===== config.mk =====
export PLATFORM = sky130hd
export DESIGN_NAME = ps2_kbd_ctrl_flat
export DESIGN_NICKNAME = d
export VERILOG_FILES = /design/src/rtl/ps2_kbd_if.sv /design/src/rtl/ps2_kbd_ctrl.sv /design/src/flat_wrapper.sv
export SDC_FILE = /design/constraint.sdc
export NUM_CORES = 1
export LEC_CHECK = 0
export ABC_AREA = 1
export BUFFER_PORTS_ARGS = -buffer_cell sky130_fd_sc_hd__buf_4
export CORE_MARGIN = 2
export CORE_UTILIZATION = 35
export CTS_CLUSTER_DIAMETER = 30
export CTS_CLUSTER_SIZE = 12
export DETAILED_ROUTE_END_ITERATION = 6
export PLACE_DENSITY = 0.55
export SYNTH_ARGS = -nofsm -noshare
export SYNTH_HDL_FRONTEND = slang
export SYNTH_SLANG_ARGS = --single-unit

===== constraint.sdc =====
create_clock -name clk -period 2.4 [get_ports clk]
set_clock_uncertainty 0.1 [all_clocks]
set_input_delay 0.36 -clock clk [delete_from_list [all_inputs] [get_ports clk]]
set_output_delay 0.36 -clock clk [all_outputs]
set_load 0.005 [all_outputs]

===== src/rtl/ps2_kbd_if.sv =====
// Event-side bundle of the PS/2 keyboard controller: raw pins in, decoded key events out.
// The controller takes the master modport and the consumer takes the slave modport.
interface ps2_kbd_if;
    logic       ps2_clk;
    logic       ps2_dat;
    logic       evt_valid;
    logic       evt_ready;
    logic [7:0] evt_code;
    logic       evt_brk;
    logic       evt_ext;
    logic       overflow;
    logic       ovf_clr;
    logic       frame_err;
    logic [7:0] rel_cnt;

    modport master (
        input  ps2_clk, ps2_dat, evt_ready, ovf_clr,
        output evt_valid, evt_code, evt_brk, evt_ext, overflow, frame_err, rel_cnt
    );

    modport slave (
        output ps2_clk, ps2_dat, evt_ready, ovf_clr,
        input  evt_valid, evt_code, evt_brk, evt_ext, overflow, frame_err, rel_cnt
    );
endinterface


===== src/rtl/ps2_kbd_ctrl.sv =====
// PS/2 keyboard receiver: synchronises the pins, assembles and checks 11-bit frames,
// folds E0/F0 prefixes into key events and queues them in a fall-through FIFO.
module ps2_kbd_ctrl #(
    parameter int FIFO_DEPTH  = 8,
    parameter int TIMEOUT_CYC = 50000
) (
    input  logic       clk,
    input  logic       clrn,
    ps2_kbd_if.master  bus
);
    localparam int AW = $clog2(FIFO_DEPTH);
    localparam int TW = $clog2(TIMEOUT_CYC + 1);
    localparam logic [TW-1:0] IDLE_LAST = TW'(TIMEOUT_CYC - 1);
    localparam logic [TW-1:0] IDLE_ONE  = TW'(1);
    localparam logic [AW:0]   PTR_ONE   = (AW + 1)'(1);

    logic [1:0]    clk_sync_q, dat_sync_q;
    logic          clk_dly_q;
    logic          fall, dat_s;

    logic [3:0]    bit_cnt_q, bit_cnt_d;
    logic [10:0]   frame_q, frame_d, frame_full;
    logic [TW-1:0] idle_q, idle_d;
    logic [7:0]    code_q, code_d;
    logic          code_vld_q, code_vld_d;
    logic          frame_err_q, frame_err_d;

    logic          ext_q, ext_d, brk_q, brk_d;
    logic [AW:0]   wr_q, wr_d, rd_q, rd_d;
    logic [9:0]    mem_q [FIFO_DEPTH];
    logic          ovf_q, ovf_d;
    logic [7:0]    rel_q, rel_d;
    logic          empty, full, pop, push, push_req, is_prefix;

    always_ff @(posedge clk or negedge clrn) begin
        if (!clrn) begin
            clk_sync_q <= 2'b11;
            dat_sync_q <= 2'b11;
            clk_dly_q  <= 1'b1;
        end else begin
            clk_sync_q <= {clk_sync_q[0], bus.ps2_clk};
            dat_sync_q <= {dat_sync_q[0], bus.ps2_dat};
            clk_dly_q  <= clk_sync_q[1];
        end
    end

    assign fall  = !clk_sync_q[1] && clk_dly_q;
    assign dat_s = dat_sync_q[1];

    // Frame assembly; frame_full is the frame including the bit captured on this fall.
    always_comb begin
        bit_cnt_d   = bit_cnt_q;
        frame_d     = frame_q;
        idle_d      = idle_q;
        code_d      = code_q;
        code_vld_d  = 1'b0;
        frame_err_d = 1'b0;
        frame_full  = frame_q;
        frame_full[bit_cnt_q] = dat_s;
        if (fall) begin
            idle_d = '0;
            if (bit_cnt_q == 4'd10) begin
                bit_cnt_d = 4'd0;
                if (!frame_full[0] && frame_full[10] && (^frame_full[9:1])) begin
                    code_vld_d = 1'b1;
                    code_d     = frame_full[8:1];
                end else begin
                    frame_err_d = 1'b1;
                end
            end else begin
                frame_d   = frame_full;
                bit_cnt_d = bit_cnt_q + 4'd1;
            end
        end else if (bit_cnt_q != 4'd0) begin
            if (idle_q == IDLE_LAST) begin
                idle_d      = '0;
                bit_cnt_d   = 4'd0;
                frame_err_d = 1'b1;
            end else begin
                idle_d = idle_q + IDLE_ONE;
            end
        end else begin
            idle_d = '0;
        end
    end

    assign empty     = (wr_q == rd_q);
    assign full      = (wr_q[AW] != rd_q[AW]) && (wr_q[AW-1:0] == rd_q[AW-1:0]);
    assign pop       = bus.evt_ready && !empty;
    assign is_prefix = (code_q == 8'hE0) || (code_q == 8'hF0);
    assign push_req  = code_vld_q && !is_prefix;
    assign push      = push_req && (!full || pop);

    // Prefix flags are consumed by any non-prefix code, even one the full FIFO drops.
    always_comb begin
        ext_d = ext_q;
        brk_d = brk_q;
        wr_d  = push ? wr_q + PTR_ONE : wr_q;
        rd_d  = pop ? rd_q + PTR_ONE : rd_q;
        rel_d = (push && brk_q) ? rel_q + 8'd1 : rel_q;
        ovf_d = ovf_q;
        if (frame_err_q) begin
            ext_d = 1'b0;
            brk_d = 1'b0;
        end else if (code_vld_q) begin
            case (code_q)
                8'hE0:   ext_d = 1'b1;
                8'hF0:   brk_d = 1'b1;
                default: begin
                    ext_d = 1'b0;
                    brk_d = 1'b0;
                end
            endcase
        end
        if (push_req && full && !pop)
            ovf_d = 1'b1;
        else if (bus.ovf_clr)
            ovf_d = 1'b0;
    end

    always_ff @(posedge clk or negedge clrn) begin
        if (!clrn) begin
            bit_cnt_q   <= '0;
            frame_q     <= '0;
            idle_q      <= '0;
            code_q      <= '0;
            code_vld_q  <= 1'b0;
            frame_err_q <= 1'b0;
            ext_q       <= 1'b0;
            brk_q       <= 1'b0;
            wr_q        <= '0;
            rd_q        <= '0;
            ovf_q       <= 1'b0;
            rel_q       <= '0;
            for (int i = 0; i < FIFO_DEPTH; i++)
                mem_q[i] <= '0;
        end else begin
            bit_cnt_q   <= bit_cnt_d;
            frame_q     <= frame_d;
            idle_q      <= idle_d;
            code_q      <= code_d;
            code_vld_q  <= code_vld_d;
            frame_err_q <= frame_err_d;
            ext_q       <= ext_d;
            brk_q       <= brk_d;
            wr_q        <= wr_d;
            rd_q        <= rd_d;
            ovf_q       <= ovf_d;
            rel_q       <= rel_d;
            if (push)
                mem_q[wr_q[AW-1:0]] <= {ext_q, brk_q, code_q};
        end
    end

    assign bus.evt_valid = !empty;
    assign {bus.evt_ext, bus.evt_brk, bus.evt_code} = mem_q[rd_q[AW-1:0]];
    assign bus.overflow  = ovf_q;
    assign bus.frame_err = frame_err_q;
    assign bus.rel_cnt   = rel_q;
endmodule


===== src/flat_wrapper.sv =====
// flat-port wrapper written by rule: the top's interface ports become plain ports
module ps2_kbd_ctrl_flat 
#(
    parameter int FIFO_DEPTH  = 8,
    parameter int TIMEOUT_CYC = 50000
)
  (clk, clrn, bus_ps2_clk, bus_ps2_dat, bus_evt_ready, bus_ovf_clr, bus_evt_valid, bus_evt_code, bus_evt_brk, bus_evt_ext, bus_overflow, bus_frame_err, bus_rel_cnt);
  ps2_kbd_if bus_i ();
  input  logic clk;
  input  logic clrn;
  input wire logic [$bits(bus_i.ps2_clk)-1:0] bus_ps2_clk;
  input wire logic [$bits(bus_i.ps2_dat)-1:0] bus_ps2_dat;
  input wire logic [$bits(bus_i.evt_ready)-1:0] bus_evt_ready;
  input wire logic [$bits(bus_i.ovf_clr)-1:0] bus_ovf_clr;
  output wire logic [$bits(bus_i.evt_valid)-1:0] bus_evt_valid;
  output wire logic [$bits(bus_i.evt_code)-1:0] bus_evt_code;
  output wire logic [$bits(bus_i.evt_brk)-1:0] bus_evt_brk;
  output wire logic [$bits(bus_i.evt_ext)-1:0] bus_evt_ext;
  output wire logic [$bits(bus_i.overflow)-1:0] bus_overflow;
  output wire logic [$bits(bus_i.frame_err)-1:0] bus_frame_err;
  output wire logic [$bits(bus_i.rel_cnt)-1:0] bus_rel_cnt;
  assign bus_i.ps2_clk = bus_ps2_clk;
  assign bus_i.ps2_dat = bus_ps2_dat;
  assign bus_i.evt_ready = bus_evt_ready;
  assign bus_i.ovf_clr = bus_ovf_clr;
  assign bus_evt_valid = bus_i.evt_valid;
  assign bus_evt_code = bus_i.evt_code;
  assign bus_evt_brk = bus_i.evt_brk;
  assign bus_evt_ext = bus_i.evt_ext;
  assign bus_overflow = bus_i.overflow;
  assign bus_frame_err = bus_i.frame_err;
  assign bus_rel_cnt = bus_i.rel_cnt;
  ps2_kbd_ctrl #(.FIFO_DEPTH(FIFO_DEPTH), .TIMEOUT_CYC(TIMEOUT_CYC)) u_core (.clk(clk), .clrn(clrn), .bus(bus_i));
endmodule

==> flow_metrics.tcl <==
set metrics [dict create \
    worstSetupEndpointType "output pin" \
    crit_path_start_kind "flop" \
    synth-simple-area-share_pct 25.1 \
    ioPinCount 27 \
    start_util_pct 35.5 \
    p_per_area_nw_per_um2 963 \
    avgViaCountPerCell 4.85 \
    diodes 0 \
    hpwl_mm 11.2 \
    setup-violations-final 0 \
    clock.fmax_ghz 0.434 \
    rsz0062_at_grt "yes" \
    grt_util_all_layers_pct 17.5 \
    avgSynthCellArea_um2 8.10 \
    root_buffer "clkbuf_16" \
    yosys.cell_types.count 37 \
    final_area_um2 8470 \
    arrival_ns 1.84 \
    slew_headroom_pct 67.2 \
    final_common_cell "nand2_1" \
    syn_nets 860 \
    dieArea_um2 20800 \
    cts_tree "done" \
    final_antenna_net_count 0 \
    syn2layout_area_growth_pct 23.1 \
    die_x_um 144 \
    met1_usage_pct 23.7 \
    synth-seq-cells 145 \
    tightestPinTransition_ns 0.487 \
    final_util_pct 43.7 \
    drt_wl_total_mm 17.4 \
    yosys_warnings 0 \
    synthAdderAreaFrac_pct 0.727 \
    worstSkewPairLatency_ns 0.42 \
    fin_crit_ns 2.30 \
    synth_xor_area_share_pct 2.04 \
    hp-class "primary input to flop" \
    syn-cell-area_um2 6890 \
    final_max_slew_viol_count 0 \
    nets 915 \
    max_cap_violations 0 \
    cts_buffers 17 \
    placementRows 51 \
    drt_iter0_drc 425 \
    clockBufferDepth 2 \
    synth-compound-area-share_pct 13.8 \
    postSynthCellCount 850 \
    drive_above_1_share_pct 14.8 \
    crit_type "flop to output pin" \
    top_usage_layer "met2" \
    cts_max_level 4 \
    overflow 0 \
    gp_congestion 0.811 \
    use_met3_pct 3.81 \
    clock-sinks 145 \
    vias 5738 \
    grt_pass1_vias 5323 \
    grt_pass1_wl_mm 28.0 \
    post-route-drc-count 0 \
    grt_start_max_net_pins 51 \
    ir_drop_uv 501 \
    post-route-period-util_pct 96.0 \
    worstPathRequired_ns 1.94 \
    coreArea_um2 19400 \
    num-fill-cells 1970 \
    ys_seq_area_share_pct 52.8 \
    finalHoldViolCount 0 \
    final_cell_mix "233 x nand2_1, 135 x dfrtp_1, 133 x o21ai_0, 99 x nor2_1, 53 x inv_1" \
    die_h_um 144 \
    synth_top_family_by_area "simple AND/OR/NAND/NOR gates" \
    status "finished clean" \
    antenna_found_initial 0 \
    path_max_fanout 15 \
    dr.pass1.iters 5 \
    post_drt_wl_per_cell_um 14.7 \
    power_leakage_nw 3.90 \
    io_buffers 26 \
    place_area_um2 7670 \
    grt.met2_usage_pct 28.4 \
    synth_mux_area_share_pct 0 \
    path_clk_slew_ns 0.05 \
]
-- logic make-up after synthesis --
family / after synthesis
simple gates: 410
compound gates: 178
flops: 145
buf+inv: 97
xor+xnor: 16
fa+ha+maj: 4
-- area by class of cell --
class                           instances  area (um^2)  share of cell area, %
Sequential cell                       145         3640                   43.0
Multi-Input combinational cell        608         2900                   34.2
Timing Repair Buffer                   72          795                   9.38
Clock buffer                           27          513                   6.05
Tap cell                              265          332                   3.91
Inverter                               61          244                   2.88
Clock inverter                          5         52.6                  0.620
-- flip-flops by register name (all words and copies together), names as in the netlist, 2 cells and up --
signal and cells:
u_core.mem_q 80, u_core.idle_q 16, u_core.frame_q 11, u_core.bus.rel_cnt 8, u_core.code_q 8, u_core.bit_cnt_q 4, u_core.rd_q 4, u_core.wr_q 4
u_core.clk_sync_q 2, u_core.dat_sync_q 2
-- cells in the mapped netlist (all sizes together) --
library cell  number  area, um^2
a211oi             4        42.5
a21oi             15        75.1
a31oi             10        62.6
and2               1        6.26
and3               1        6.26
buf               11        55.1
clkbuf            25        96.3
clkinv             2        7.51
dfrtp            140        3500
dfstp              5         131
ha                 4        50.1
inv               59         221
nand2            240         923
nand3             25         148
nand4             21         131
nor2             107         432
nor3              13        70.1
nor4               2        12.5
o21a               2        15.0
o21ai            134         671
o22ai             11        68.8
o31ai              1        7.51
o32ai              1        8.76
xnor2              7        61.3
xor2               9        78.8
-- metal layers --
metal / up-vias / part of all wire (%)
met5: - / 0
met4: 0 / 1.1
met3: 15 / 3.2
met2: 93 / 48
met1: 2731 / 48
li1: 2899 / -
-- report_power, final --
group          internal (mW)  total (mW)  leakage (nW)  switching, mW
Sequential              2.59        2.73          1.96          0.136
Clock                   1.56        2.54         0.277          0.977
Combinational           1.22        2.90          1.66           1.67
Total                   5.37        8.16          3.90           2.79
-- worst max-delay path, cell delays in order, from the launching register on --
cell and delay [ns]:
dfrtp_2 0.44, buf_6 0.19, o21ai_0 0.11, o22ai_1 0.17, nor2_1 0.07, a31oi_2 0.27
buf_4 0.17
-- stage by stage --
| stage | hold slack (ns) | setup TNS (ns) | std cells | setup slack (ns) | power (mW) |
|---|---|---|---|---|---|
| after floorplan | -0.0356 | 0 | 850 | 0.403 | 4.35 |
| after global placement | 0.234 | 0 | 1139 | 0.214 | 5.31 |
| after global routing | 0.0754 | -0.00776 | 1183 | -0.00776 | 8.69 |
| after CTS | 0.0703 | -0.00274 | 1175 | -0.00274 | 8.03 |
| after detailed placement | 0.239 | 0 | 1139 | 0.179 | 5.33 |
| final | 0.0727 | 0 | 1183 | 0.0961 | 8.16 |
-- worst paths after layout --
kind | startpoint | to | slack (ns) | cells after the start
worst max-delay path | u_core.rd_q[0] | bus_evt_brk | 0.1 | 6
worst min-delay path | bus_ovf_clr | u_core.bus.overflow | 0.07 | 2
worst max register to register | u_core.rd_q[0] | u_core.mem_q[7] | 0.24 | 10
worst min register to register | u_core.clk_sync_q[0] | u_core.clk_sync_q[1] | 0.26 | 0
max in group asynchronous | clrn | u_core.mem_q[47] | 1.19 | 3
min in group asynchronous | clrn | u_core.bit_cnt_q[1] | 0.35 | 2
-- what timing repair did --
| action | in CTS | in global routing |
|---|---|---|
| gates resized for setup | 8 | 14 |
| endpoints found under the hold margin | 46 | 0 |
| endpoints found under the setup margin | 3 | 17 |
| gates cloned | 1 | 3 |
| buffers inserted | 0 | 5 |
| pin swaps | 0 | 2 |
| hold buffers | 3 | 0 |
(Power assumes the default switching activity.)
